`config.mk`:
```
export PLATFORM = sky130hd
export DESIGN_NAME = wb_frame_reader_flat
export DESIGN_NICKNAME = d
export VERILOG_FILES = /design/src/rtl/wb_frame_pkg.sv /design/src/rtl/wshb_if.sv /design/src/rtl/wb_frame_fifo.sv /design/src/rtl/wb_frame_reader.sv /design/src/flat_wrapper.sv
export SDC_FILE = /design/constraint.sdc
export NUM_CORES = 1
export LEC_CHECK = 0
export ABC_AREA = 1
export BUFFER_PORTS_ARGS = -buffer_cell sky130_fd_sc_hd__buf_2
export CORE_ASPECT_RATIO = 1.4
export CORE_UTILIZATION = 50
export DETAILED_ROUTE_END_ITERATION = 10
export GPL_ROUTABILITY_DRIVEN = 0
export GPL_TIMING_DRIVEN = 0
export PLACE_DENSITY = 0.72
export SETUP_SLACK_MARGIN = 0.4
export SLEW_MARGIN = 25
export SYNTH_ARGS = -nofsm -noshare
export SYNTH_HDL_FRONTEND = slang
export SYNTH_SLANG_ARGS = --single-unit
```
`constraint.sdc`:
```
create_clock -name clk -period 8.9 [get_ports clk]
set_input_delay 1.78 -clock clk [delete_from_list [all_inputs] [get_ports clk]]
set_output_delay 1.78 -clock clk [all_outputs]
set_load 0.01 [all_outputs]
```
`src/rtl/wb_frame_pkg.sv`:
```
// Shared types and constants for the Wishbone frame reader.
package wb_frame_pkg;
    typedef enum logic [2:0] {
        IDLE  = 3'd0,
        ISSUE = 3'd1,
        REQ   = 3'd2,
        GAP   = 3'd3,
        DONE  = 3'd4
    } state_t;

    localparam logic [3:0] WB_SEL_ALL = 4'hF;
endpackage

```
`src/rtl/wshb_if.sv`:
```
// Wishbone classic bus bundle; master drives cyc/stb/we/sel/adr/dat_ms.
interface wshb_if;
    logic        cyc;
    logic        stb;
    logic        we;
    logic [3:0]  sel;
    logic [31:0] adr;
    logic [31:0] dat_ms;
    logic [31:0] dat_sm;
    logic        ack;

    modport master (output cyc, stb, we, sel, adr, dat_ms, input dat_sm, ack);
    modport slave  (input cyc, stb, we, sel, adr, dat_ms, output dat_sm, ack);
endinterface

```
`src/rtl/wb_frame_fifo.sv`:
```
// Small synchronous FIFO with a combinational head and a free-entry count.
module wb_frame_fifo #(
    parameter int DEPTH = 4,
    parameter int WIDTH = 33
) (
    input  logic                     clk,
    input  logic                     rst,
    input  logic                     push,
    input  logic [WIDTH-1:0]         din,
    input  logic                     pop,
    output logic [WIDTH-1:0]         dout,
    output logic                     empty,
    output logic                     full,
    output logic [$clog2(DEPTH):0]   free_cnt
);
    localparam int AW = $clog2(DEPTH);

    logic [WIDTH-1:0] mem [DEPTH];
    logic [AW-1:0]    wr_ptr;
    logic [AW-1:0]    rd_ptr;
    logic [AW:0]      count;
    logic             do_push;
    logic             do_pop;

    assign empty    = (count == '0);
    assign full     = (count == (AW+1)'(DEPTH));
    assign free_cnt = (AW+1)'(DEPTH) - count;
    assign do_push  = push && !full;
    assign do_pop   = pop && !empty;
    assign dout     = mem[rd_ptr];

    always_ff @(posedge clk or posedge rst) begin
        if (rst) begin
            wr_ptr <= '0;
            rd_ptr <= '0;
            count  <= '0;
        end else begin
            if (do_push) wr_ptr <= wr_ptr + 1'b1;
            if (do_pop)  rd_ptr <= rd_ptr + 1'b1;
            case ({do_push, do_pop})
                2'b10:   count <= count + 1'b1;
                2'b01:   count <= count - 1'b1;
                default: count <= count;
            endcase
        end
    end

    // Storage carries no reset; only the pointers define what is valid.
    always_ff @(posedge clk) begin
        if (do_push) mem[wr_ptr] <= din;
    end
endmodule

```
`src/rtl/wb_frame_reader.sv`:
```
// Wishbone classic read master streaming a frame of words through a FIFO.
module wb_frame_reader
    import wb_frame_pkg::*;
#(
    parameter int FIFO_DEPTH = 4,
    parameter int CNT_W      = 16
) (
    input  logic             clk,
    input  logic             rst,
    wshb_if.master           wb_m,
    input  logic             start,
    input  logic             stop,
    input  logic             cont,
    input  logic [31:0]      base_adr,
    input  logic [CNT_W-1:0] nwords,
    output logic             busy,
    output logic             done,
    output logic [31:0]      out_data,
    output logic             out_sof,
    output logic             out_valid,
    input  logic             out_ready,
    output state_t           dbg_state
);
    // Stream handshake: a word moves when out_valid && out_ready on a rising
    // edge; while out_valid && !out_ready the head (data and sof) stays put.
    state_t                     state;
    logic                       cyc_r;
    logic [31:0]                adr_r;
    logic [31:0]                base_r;
    logic [CNT_W-1:0]           nwords_r;
    logic [CNT_W-1:0]           cnt;
    logic                       cont_r;
    logic                       sof_flag;
    logic                       last;
    logic                       push;
    logic                       fifo_empty;
    logic                       fifo_full;
    logic [32:0]                fifo_dout;
    logic [$clog2(FIFO_DEPTH):0] free_cnt;

    assign wb_m.cyc    = cyc_r;
    assign wb_m.stb    = cyc_r;
    assign wb_m.we     = 1'b0;
    assign wb_m.sel    = WB_SEL_ALL;
    assign wb_m.adr    = adr_r;
    assign wb_m.dat_ms = 32'h0;

    assign push      = (state == REQ) && wb_m.ack;
    assign out_valid = !fifo_empty;
    assign out_sof   = fifo_dout[32];
    assign out_data  = fifo_dout[31:0];
    assign dbg_state = state;

    wb_frame_fifo #(.DEPTH(FIFO_DEPTH), .WIDTH(33)) u_fifo (
        .clk      (clk),
        .rst      (rst),
        .push     (push),
        .din      ({sof_flag, wb_m.dat_sm}),
        .pop      (out_valid && out_ready),
        .dout     (fifo_dout),
        .empty    (fifo_empty),
        .full     (fifo_full),
        .free_cnt (free_cnt)
    );

    always_ff @(posedge clk or posedge rst) begin
        if (rst) begin
            state    <= IDLE;
            cyc_r    <= 1'b0;
            adr_r    <= 32'h0;
            base_r   <= 32'h0;
            nwords_r <= '0;
            cnt      <= '0;
            cont_r   <= 1'b0;
            sof_flag <= 1'b0;
            last     <= 1'b0;
            busy     <= 1'b0;
            done     <= 1'b0;
        end else begin
            done <= 1'b0;
            case (state)
                IDLE: begin
                    if (start) begin
                        if (nwords != '0) begin
                            base_r   <= {base_adr[31:2], 2'b00};
                            nwords_r <= nwords;
                            cont_r   <= cont;
                            cnt      <= '0;
                            sof_flag <= 1'b1;
                            last     <= 1'b0;
                            busy     <= 1'b1;
                            state    <= ISSUE;
                        end else begin
                            done <= 1'b1;
                        end
                    end
                end
                ISSUE: begin
                    if (stop) begin
                        done  <= 1'b1;
                        state <= DONE;
                    end else if (free_cnt != '0) begin
                        cyc_r <= 1'b1;
                        adr_r <= base_r + 32'({cnt, 2'b00});
                        state <= REQ;
                    end
                end
                REQ: begin
                    if (wb_m.ack) begin
                        cyc_r    <= 1'b0;
                        sof_flag <= 1'b0;
                        state    <= GAP;
                        if (cnt == nwords_r - CNT_W'(1)) begin
                            if (cont_r) begin
                                cnt      <= '0;
                                sof_flag <= 1'b1;
                            end else begin
                                last <= 1'b1;
                            end
                        end else begin
                            cnt <= cnt + 1'b1;
                        end
                    end
                end
                GAP: begin
                    if (last || stop) begin
                        done  <= 1'b1;
                        state <= DONE;
                    end else begin
                        state <= ISSUE;
                    end
                end
                DONE: begin
                    busy  <= 1'b0;
                    state <= IDLE;
                end
                default: state <= IDLE;
            endcase
        end
    end
endmodule

```
`src/flat_wrapper.sv`:
```
// flat-port wrapper written by rule: the top's interface ports become plain ports
module wb_frame_reader_flat import wb_frame_pkg::*;
#(
    parameter int FIFO_DEPTH = 4,
    parameter int CNT_W      = 16
)
  (clk, rst, start, stop, cont, base_adr, nwords, busy, done, out_data, out_sof, out_valid, out_ready, dbg_state, wb_m_cyc, wb_m_stb, wb_m_we, wb_m_sel, wb_m_adr, wb_m_dat_ms, wb_m_dat_sm, wb_m_ack);
  wshb_if wb_m_i ();
  input  logic clk;
  input  logic rst;
  input  logic start;
  input  logic stop;
  input  logic cont;
  input  logic [31:0] base_adr;
  input  logic [CNT_W-1:0] nwords;
  output logic busy;
  output logic done;
  output logic [31:0] out_data;
  output logic out_sof;
  output logic out_valid;
  input  logic out_ready;
  output state_t dbg_state;
  output wire logic [$bits(wb_m_i.cyc)-1:0] wb_m_cyc;
  output wire logic [$bits(wb_m_i.stb)-1:0] wb_m_stb;
  output wire logic [$bits(wb_m_i.we)-1:0] wb_m_we;
  output wire logic [$bits(wb_m_i.sel)-1:0] wb_m_sel;
  output wire logic [$bits(wb_m_i.adr)-1:0] wb_m_adr;
  output wire logic [$bits(wb_m_i.dat_ms)-1:0] wb_m_dat_ms;
  input wire logic [$bits(wb_m_i.dat_sm)-1:0] wb_m_dat_sm;
  input wire logic [$bits(wb_m_i.ack)-1:0] wb_m_ack;
  assign wb_m_cyc = wb_m_i.cyc;
  assign wb_m_stb = wb_m_i.stb;
  assign wb_m_we = wb_m_i.we;
  assign wb_m_sel = wb_m_i.sel;
  assign wb_m_adr = wb_m_i.adr;
  assign wb_m_dat_ms = wb_m_i.dat_ms;
  assign wb_m_i.dat_sm = wb_m_dat_sm;
  assign wb_m_i.ack = wb_m_ack;
  wb_frame_reader #(.FIFO_DEPTH(FIFO_DEPTH), .CNT_W(CNT_W)) u_core (.clk(clk), .rst(rst), .wb_m(wb_m_i), .start(start), .stop(stop), .cont(cont), .base_adr(base_adr), .nwords(nwords), .busy(busy), .done(done), .out_data(out_data), .out_sof(out_sof), .out_valid(out_valid), .out_ready(out_ready), .dbg_state(dbg_state));
endmodule
```
==> flow_metrics.env, run 1 <==
export IMPL_run_status="finished clean"
export IMPL_drv_cap=0
export IMPL_wl_per_cell_um=15.91
export IMPL_final_fill_count=2023
export IMPL_whs_endpoint="u_core.busy"
export IMPL_slew_headroom_pct=49.83
export IMPL_cts_hold_buffers_added=0
export IMPL_ys_ff_latch=240
export IMPL_dp_slack_ns=4.622
export IMPL_dieHeight_um=184.3
export IMPL_cp_num_buf_inv=4
export IMPL_clk_latency_ns=0.51
export IMPL_io_buffers=155
export IMPL_syn_inst=1250
export IMPL_grt_usage_pct=23.75
export IMPL_first_pass_iters=5
export IMPL_seq_power_share_pct=37.5
export IMPL_holdPathStages=2
export IMPL_ys_seq_area_share_pct=56.16
export IMPL_cts_tree="done"
export IMPL_yosysWarningCount=0
export IMPL_setup_tns_final_ns=0
export IMPL_overflow=0
export IMPL_power_frac_comb_pct=38.6
export IMPL_post_route_drc_count=0
export IMPL_drive_gt1_share_pct=20.30
export IMPL_viasPerCell=5.199
export IMPL_die_w_um=132.2
export IMPL_ir_worst_vdd_v=0.0002072
export IMPL_layout_setup_ws_ns=4.694
export IMPL_num_vias=9332
export IMPL_cts_clk_slew_worst_paths_ns=0.07
export IMPL_area_delta_synth_final_pct=18.98
export IMPL_final_antenna_net_count=0
export IMPL_ys_types=40
export IMPL_crit_type="reg2out"
export IMPL_synth_area_leader_cell="edfxtp_1"
export IMPL_nNetsFinal=1586
export IMPL_ios=197
export IMPL_cts_root_buf="clkbuf_16"
export IMPL_rsz0062_at_grt="false"
export IMPL_reg2reg_depth=14
export IMPL_synthTopCellsByArea="edfxtp_1 33%, dfrtp_1 23%, nand2_1 6.8%"
export IMPL_crit_chain="inv_1 -> clkbuf_1 -> clkbuf_1 -> nor2_1 -> o22ai_1 -> buf_2"
export IMPL_reg2reg_from="u_core.cnt[0]"
export IMPL_cts_resized_gates=0
export IMPL_setup_viol=0
export IMPL_final_cell_area_sq_mm=0.01412
export IMPL_core_area_sq_mm=0.02329
export IMPL_dieArea_sq_mm=0.02437
export IMPL_finalCritPeriodShare_pct=47.26
export IMPL_postCtsSetupRepairBufs=0
export IMPL_cp_start_kind="flip-flop"
export IMPL_grt_pass1_vias=9182
export IMPL_fp_row_count=66
export IMPL_drv_slew=0
export IMPL_grt_max_degree=57
export IMPL_cp_arrival_ns=2.43
export IMPL_fmax_mhz=237.7
export IMPL_path_max_fanout=10
export IMPL_placed_area_sq_mm=0.01333
export IMPL_slowest_stage="clkbuf_1"
export IMPL_p_int_mw=2.616
export IMPL_cp_required_ns=7.12
export IMPL_dp_cells=1753
export IMPL_worstSetupEndpointType="output port"
export IMPL_htree_levels=1
export IMPL_drt_initial_drc_count=477
export IMPL_rr_endpoint="u_core.wb_m.adr[22]"
export IMPL_min_delay_path_class="reg2reg"
export IMPL_worst_pin_slew_ns=0.7525
export IMPL_finClkSkew_ns=0.01546
export IMPL_min_from="u_core.busy"
export IMPL_numCtsBuffers=23
export IMPL_swShare_pct=38.37
export IMPL_initial_core_util_pct=50.97
export IMPL_p_leak_nw=6.209
export IMPL_hpwl_um=21050
export IMPL_synth_area_sq_mm=0.01187
export IMPL_totalWireLength_um=28550
export IMPL_crit_path_frequent_cell="clkbuf_1"
export IMPL_r2r_slack_ns=6.12
export IMPL_power_share_clock_pct=23.8
export IMPL_clock_sinks=240
export IMPL_final_cells=1795
export IMPL_syn_avg_cell_area_sq_um=9.496
export IMPL_period_minus_slack_ns=4.206
export IMPL_totalPowerFinal_mw=4.244
export IMPL_power_density_mw_per_mm2=300.5
export IMPL_synth_top_cell_area_share_pct=33.39
export IMPL_p_sw_mw=1.629
export IMPL_clockBufferDepth=3
export IMPL_cp_top_family="buffers and inverters"
export IMPL_finalHoldViolCount=0
export IMPL_slowest_delay_ns=0.48
export IMPL_grt_pass1_wl_um=45890
export IMPL_antenna_found_initial=0
==> how the worst max path moves through the flow <==
stage | from | end | slack (ns) | depth (start not counted)
floorplan | rst | u_core.base_r[10] | 4.27 | 1
global placement | rst | u_core.nwords_r[3] | 2.92 | 2
detailed placement | nwords[1] | u_core.base_r[30] | 4.62 | 7
CTS | u_core.u_fifo.rd_ptr[0] | out_data[16] | 4.66 | 6
global route | u_core.u_fifo.rd_ptr[0] | out_data[16] | 4.48 | 6
finish | u_core.u_fifo.rd_ptr[0] | out_data[16] | 4.69 | 6
==> kinds of logic after synthesis <==
kind of cell	share of synthesized area (%)
buf+inv	7.695
xor+xnor	2.656
fa+ha+maj	2.973
flops	56.16
compound gates	9.508
simple gates	18.48
mux	2.467
other cells	0.06327
==> tightest hold or removal path: stages, from the launching register on <==
cell,delay (ns)
dfrtp_1,0.34
nand2_1,0.06
nand2_1,0.05
==> synth_stat cells (all sizes together) <==
| cell | instances |
|---|---|
| and2 | 3 |
| nor3 | 12 |
| a31oi | 9 |
| xnor2 | 10 |
| nand2 | 220 |
| edfxtp | 132 |
| clkbuf | 29 |
| nand2b | 1 |
| nand4 | 14 |
| a21oi | 39 |
| fa | 2 |
| nor4 | 10 |
| o31ai | 1 |
| nand3 | 66 |
| or2 | 4 |
| buf | 50 |
| mux2 | 26 |
| inv | 115 |
| o22ai | 34 |
| nand3b | 5 |
| ha | 25 |
| dfrtp | 108 |
| o21bai | 4 |
| o21ai | 120 |
| conb | 2 |
| nor2 | 182 |
| and3 | 1 |
| xor2 | 26 |
==> routing by layer <==
| layer | share of wire, % | track usage (%) |
|---|---|---|
| met1 | 39 | 27.12 |
| met2 | 52 | 44.53 |
| met3 | 4.8 | 2.613 |
| met4 | 4.1 | 10.76 |
| met5 | 0 | 0 |
==> sequential cells by signal, summed over array words and instances, names as in the netlist <==
| register | cells |
|---|---|
| u_core.wb_m.cyc | 1 |
| u_core.nwords_r | 16 |
| u_core.dbg_state | 3 |
| u_core.u_fifo.rd_ptr | 2 |
| u_core.cont_r | 1 |
| u_core.last | 1 |
| u_core.busy | 1 |
| u_core.cnt | 16 |
| u_core.wb_m.adr | 30 |
| u_core.sof_flag | 1 |
| u_core.u_fifo.wr_ptr | 2 |
| u_core.done | 1 |
| u_core.u_fifo.count | 3 |
| u_core.base_r | 30 |
| u_core.u_fifo.mem | 132 |
==> placed cells by master (no fill, tap or decap), drive strengths merged, types with 10 or more instances in the layout <==
master / Yosys / final
o21ai: 120 / 120
dfrtp: 108 / 108
ha: 25 / 25
inv: 115 / 117
o22ai: 34 / 34
conb: 2 / 39
nand4: 14 / 14
nand2: 220 / 220
clkbuf: 29 / 54
xor2: 26 / 26
xnor2: 10 / 10
nor2: 182 / 182
nand3: 66 / 66
buf: 50 / 210
a21oi: 39 / 39
nor3: 12 / 12
nor4: 10 / 10
mux2: 26 / 26
edfxtp: 132 / 132
==> area by class of cell <==
class	count	area, sq um	share of cell area (%)
Clock buffer	25	593.1	4.199
Sequential cell	240	6666	47.20
Inverter	115	436.7	3.092
Antenna cell	1	2.502	0.01772
Timing Repair Buffer	160	905.9	6.414
Buffer	79	481.7	3.411
Clock inverter	16	195.2	1.382
Multi-Input combinational cell	853	4459	31.57
Tap cell	306	382.9	2.711
==> per-stage QoR <==
step                      util [%]  hold WS [ns]
after floorplan                  -        0.4428
after global placement       56.54        0.4562
after detailed placement     57.25        0.4607
after CTS                    60.64        0.4779
after global routing         60.64        0.5037
final                        60.65        0.4716
==> power groups by stage <==
| stage | clock [mW] | sequential (mW) | combinational (mW) |
|---|---|---|---|
| after floorplan | 0 | 1.60 | 1.06 |
| after global placement | 0 | 1.61 | 1.59 |
| after detailed placement | 0 | 1.61 | 1.63 |
| after CTS | 1.03 | 1.59 | 1.65 |
| after global routing | 1.08 | 1.62 | 1.83 |
| final | 1.01 | 1.59 | 1.64 |
(Power assumes the default switching activity.)
==> run 2: changes to the inputs <==
Settings changed: ABC_AREA 1 to 0.
Clock period 8.9 ns to 4.2 ns, I/O delays scaled along.
==> run 2 against run 1 <==
Net effect: routed wire length shrank 18%; register-to-register slack lost 5.2 ns; combinational power rose by 74%; first-iteration DRC count decreased by 30%; die area is 5.1% lower; sequential share of layout area increased by 2.3 points; critical path depth shrank 2; non-clock buffer count decreased by 3; hold slack lost 0.094 ns.
==> flow_metrics.env, run 2 <==
export IMPL_path_max_fanout=10
export IMPL_synth_top_cell_area_share_pct=35.22
export IMPL_dieHeight_um=179.5
export IMPL_wl_per_cell_um=17.16
export IMPL_fp_row_count=64
export IMPL_hpwl_um=17630
export IMPL_antenna_cells=0
export IMPL_final_antenna_net_count=0
export IMPL_synth_area_leader_cell="edfxtp_1"
export IMPL_num_vias=7309
export IMPL_cts_hold_buffers_added=0
export IMPL_crit_type="reg2out"
export IMPL_drt_initial_drc_count=333
export IMPL_run_status="finished clean"
export IMPL_clk_latency_ns=0.50
export IMPL_drv_cap=0
export IMPL_syn_inst=837
export IMPL_dieArea_sq_mm=0.02312
export IMPL_totalPowerFinal_mw=8.360
export IMPL_largest_reg_flops=132
export IMPL_worstSetupEndpointType="output port"
export IMPL_cts_tree="done"
export IMPL_power_density_mw_per_mm2=621.3
export IMPL_period_minus_slack_ns=3.574
export IMPL_dp_cells=1331
export IMPL_die_w_um=128.8
export IMPL_drive_gt1_share_pct=31.51
export IMPL_grt_usage_pct=21.14
export IMPL_antenna_found_initial=1
export IMPL_totalWireLength_um=23550
export IMPL_cp_start_kind="flip-flop"
export IMPL_ys_seq_area_share_pct=59.23
export IMPL_numCtsBuffers=23
export IMPL_final_cells=1373
export IMPL_initial_core_util_pct=51.29
export IMPL_synth_edf_count=132
export IMPL_cp_required_ns=3.36
export IMPL_synth_area_sq_mm=0.01125
export IMPL_finClkSkew_ns=0.007606
export IMPL_final_cell_mix="159 x buf_2, 132 x edfxtp_1, 108 x dfrtp_1"
export IMPL_worst_pin_slew_ns=1.019
export IMPL_viasPerCell=5.323
export IMPL_yosysWarningCount=0
export IMPL_rsz0062_at_grt="false"
export IMPL_final_cell_area_sq_mm=0.01345
export IMPL_overflow=0
export IMPL_setup_viol=0
export IMPL_syn_avg_cell_area_sq_um=13.45
export IMPL_core_area_sq_mm=0.02194
export IMPL_setup_tns_final_ns=0
export IMPL_placed_area_sq_mm=0.01268
export IMPL_ir_worst_vdd_v=0.0004656
export IMPL_layout_commonest_cell="buf_2"
export IMPL_min_delay_path_class="in2async"
export IMPL_fmax_mhz=279.8
export IMPL_top_register="u_core.u_fifo.mem"
export IMPL_post_synth_top_count_cell="edfxtp_1"
export IMPL_nNetsFinal=1173
export IMPL_netlist_top_cells_count="132 x edfxtp_1, 108 x dfrtp_1, 56 x o21ai_0"
export IMPL_cts_root_buf="clkbuf_16"
export IMPL_grt_pass1_vias=7418
export IMPL_postCtsSetupRepairBufs=0
export IMPL_ys_ff_latch=240
export IMPL_cts_clk_slew_worst_paths_ns=0.06
export IMPL_ios=197
export IMPL_post_route_drc_count=0
export IMPL_grt_pass1_wl_um=37960
export IMPL_finalCritPeriodShare_pct=85.11
export IMPL_synth_async_reset_ratio_pct=45.00
export IMPL_cts_resized_gates=0
export IMPL_finalHoldViolCount=0
export IMPL_first_pass_iters=4
export IMPL_clock_sinks=240
export IMPL_slew_headroom_pct=31.55
export IMPL_drv_slew=0
export IMPL_area_delta_synth_final_pct=19.54
export IMPL_clockBufferDepth=3
export IMPL_synthTopCellsByArea="edfxtp_1 35%, dfrtp_1 24%, mux4_2 6.6%"
export IMPL_p_leak_nw=5.388
export IMPL_fin_util_pct=61.32
export IMPL_ys_types=64
export IMPL_io_buffers=155
export IMPL_htree_levels=1
export IMPL_synth_top_flop_cell="edfxtp_1"
export IMPL_grt_max_degree=57
export IMPL_cp_arrival_ns=2.73
[run 2: final timing paths]
kind / startpoint / end / slack (ns) / cells past startpoint
setup / recovery: u_core.u_fifo.rd_ptr[0] / out_data[23] / 0.63 / 4
hold / removal: rst / u_core.wb_m.adr[12] / 0.38 / 2
setup reg to reg: u_core.cnt[0] / u_core.wb_m.adr[22] / 0.96 / 11
min in group clk: u_core.wb_m.adr[7] / u_core.wb_m.adr[7] / 0.47 / 2
hold reg to reg: u_core.wb_m.adr[7] / u_core.wb_m.adr[7] / 0.47 / 2
max in group asynchronous: rst / u_core.cnt[5] / 3.17 / 3
[run 2: cells by family (layout without fill, tap and decap cells)]
family,after synthesis,count (layout),synth area share (%)
DFF,240,240,59.23
and+or+nand+nor,197,197,9.739
AOI/OAI and AO/OA,145,145,7.949
buffers and inverters,98,300,4.780
muxes,84,84,11.67
xor gates and xnor gates,44,44,3.424
adders and majority gates,27,27,3.135
other,2,39,0.06673
[run 2: through the flow]
step                      worst slack, ns  hold slack (ns)
after floorplan                    0.5144           0.4681
after global placement            -0.8646           0.4592
after detailed placement           0.5727           0.4665
after CTS                          0.4544           0.3820
after global routing               0.4110           0.4117
final                              0.6256           0.3779
[run 2: power by group]
part	internal, mW	total (mW)	switching [mW]	leakage, nW
combinational	1.35	2.85	1.50	2.51
sequential	3.00	3.40	0.394	2.51
clock	1.26	2.11	0.853	0.364
[run 2: area by class of cell]
type	count	area, sq um
Inverter	22	87.58
Clock buffer	27	590.6
Buffer	76	455.4
Fill cell	1796	8487
Timing Repair Buffer	160	905.9
Sequential cell	240	6666
Tap cell	297	371.6
Clock inverter	15	182.7
Multi-Input combinational cell	536	4194
[run 2: worst max-delay path: stages (launching register included)]
cell and delay [ns]:
dfrtp_1 0.32, clkbuf_1 0.43, buf_1 0.72, mux4_2 0.61, buf_2 0.16
[run 2: per-layer routing]
metal  global-route usage (%)  up-vias  part of all wire (%)
met1                    23.07     3549                    38
met4                    7.953        2                   3.7
met5                        0        -                 0.051
li1                         -     3516                     -
met3                    3.482       52                   4.6
met2                    40.06      190                    54
==> run 3: changes to the inputs <==
Settings changed: CORE_ASPECT_RATIO 1.4 to 0.75.
==> run 3 against run 2 <==
Net effect: clock skew grew 0.0040 ns; register-to-register slack worse by 0.04 ns; power down 0.54%; largest cell class unchanged.
==> flow_metrics.env, run 3 (synthesis results as in run 2) <==
export IMPL_area_delta_synth_final_pct=19.43
export IMPL_p_leak_nw=5.377
export IMPL_die_w_um=175.2
export IMPL_cts_tree="done"
export IMPL_worstSetupEndpointType="output port"
export IMPL_clockBufferDepth=3
export IMPL_worstSetupStartpoint="u_core.u_fifo.rd_ptr[0]"
export IMPL_drt_initial_drc_count=470
export IMPL_cp_required_ns=3.36
export IMPL_r2r_slack_ns=0.92
export IMPL_dieArea_sq_mm=0.02312
export IMPL_rr_endpoint="u_core.wb_m.adr[20]"
export IMPL_ios=197
export IMPL_clock_sinks=240
export IMPL_dp_slack_ns=0.3373
export IMPL_finalCritPeriodShare_pct=84.74
export IMPL_ir_worst_vdd_v=0.0002918
export IMPL_core_area_sq_mm=0.02205
export IMPL_min_delay_path_class="in2async"
export IMPL_num_vias=7384
export IMPL_totalWireLength_um=23950
export IMPL_run_status="finished clean"
export IMPL_layout_setup_ws_ns=0.6409
export IMPL_final_antenna_net_count=0
export IMPL_setup_viol=0
export IMPL_hpwl_um=17400
export IMPL_worst_pin_slew_ns=0.7767
export IMPL_reg2reg_from="u_core.cnt[0]"
export IMPL_cp_endpoint="out_data[25]"
export IMPL_layout_commonest_cell="buf_2"
export IMPL_antenna_found_initial=1
export IMPL_postCtsSetupRepairBufs=0
export IMPL_setup_tns_final_ns=0
export IMPL_numCtsBuffers=23
export IMPL_first_pass_iters=5
export IMPL_top_register="u_core.u_fifo.mem"
export IMPL_drv_cap=0
export IMPL_viasPerCell=5.382
export IMPL_htree_levels=1
export IMPL_fmax_mhz=281.0
export IMPL_io_buffers=155
export IMPL_cp_start_kind="flip-flop"
export IMPL_finalHoldViolCount=0
export IMPL_slew_headroom_pct=48.22
export IMPL_crit_type="reg2out"
export IMPL_final_cell_mix="159 x buf_2, 132 x edfxtp_1, 108 x dfrtp_1"
export IMPL_overflow=0
export IMPL_path_max_fanout=10
export IMPL_drv_slew=0
export IMPL_wl_per_cell_um=17.46
export IMPL_finClkSkew_ns=0.01161
export IMPL_grt_usage_pct=20.85
export IMPL_period_minus_slack_ns=3.559
export IMPL_nNetsFinal=1173
export IMPL_grt_pass1_wl_um=37820
export IMPL_cts_root_buf="clkbuf_16"
export IMPL_drive_gt1_share_pct=31.97
export IMPL_power_density_mw_per_mm2=618.6
export IMPL_largest_reg_flops=132
export IMPL_grt_pass1_vias=6928
export IMPL_grt_max_degree=60
export IMPL_dieHeight_um=131.9
export IMPL_fp_row_count=47
export IMPL_initial_core_util_pct=51.04
export IMPL_cp_arrival_ns=2.72
export IMPL_clk_latency_ns=0.53
export IMPL_cts_clk_slew_worst_paths_ns=0.06
export IMPL_rsz0062_at_grt="false"
export IMPL_post_route_drc_count=0
export IMPL_reg2reg_depth=11
-- run 3: cell count changes in the layout (fill, tap and decap cells not counted), moves of 2 or more --
cell	delta
clkbuf_2	+2
inv_6	-2
diode_2	+2
bufinv_16	-2
clkinvlp_4	+3
buf_1	-2
-- run 3: metal layers --
metal,share of wire (%),up-vias,wire [um],global-route usage (%)
li1,-,3524,-,-
met1,46,3588,11100,30.86
met2,46,240,11060,32.67
met3,5.8,32,1398,3.172
met4,1.6,0,393,4.734
met5,0,-,0,0
-- run 3: worst min path at each step --
stage          slack, ns                      to  cells after the start
4_1_cts             0.35     u_core.wb_m.adr[15]                      2
6_report            0.35     u_core.wb_m.adr[16]                      2
3_5_place_dp        0.46      u_core.wb_m.adr[2]                      2
5_1_grt             0.37     u_core.wb_m.adr[15]                      2
2_1_floorplan       0.47  u_core.u_fifo.count[0]                      1
3_3_place_gp        0.46      u_core.wb_m.adr[2]                      2
-- run 3: stage by stage --
stage	utilization [%]	hold WS (ns)	power, mW	area, sq um	instances
after floorplan	-	0.4681	5.381	11390	874
after global placement	56.85	0.4555	6.219	12540	1323
after detailed placement	57.52	0.4619	6.326	12680	1328
after CTS	60.90	0.3505	8.383	13430	1370
after global routing	60.94	0.3708	8.787	13440	1371
final	60.95	0.3466	8.314	13440	1372
-- run 3: what timing repair did --
action	CTS	global route
setup endpoints to repair	0	18
gates resized for setup	0	4
hold buffers	0	0
-- run 3: critical path, stage by stage (launching register included) --
cell,delay [ns]
dfrtp_1,0.32
clkbuf_1,0.47
buf_1,0.65
mux4_2,0.60
buf_2,0.15
-- run 3: final cells by class --
| cell class | instances | area [sq um] |
|---|---|---|
| repair buffers | 160 | 913.4 |
| plain buffers | 76 | 457.9 |
| clock inverters | 16 | 157.7 |
| diodes | 2 | 5.005 |
| multi-input cells | 536 | 4199 |
| clock buffers | 26 | 586.8 |
| inverters | 22 | 87.58 |
| flip-flops and latches | 240 | 6666 |
| well taps | 294 | 367.9 |
| fillers | 1687 | 8611 |
-- run 3: where the power goes --
part | internal [mW] | switching, mW | leakage (nW)
Combinational | 1.35 | 1.53 | 2.52
Clock | 1.14 | 0.894 | 0.343
Sequential | 3.00 | 0.392 | 2.51
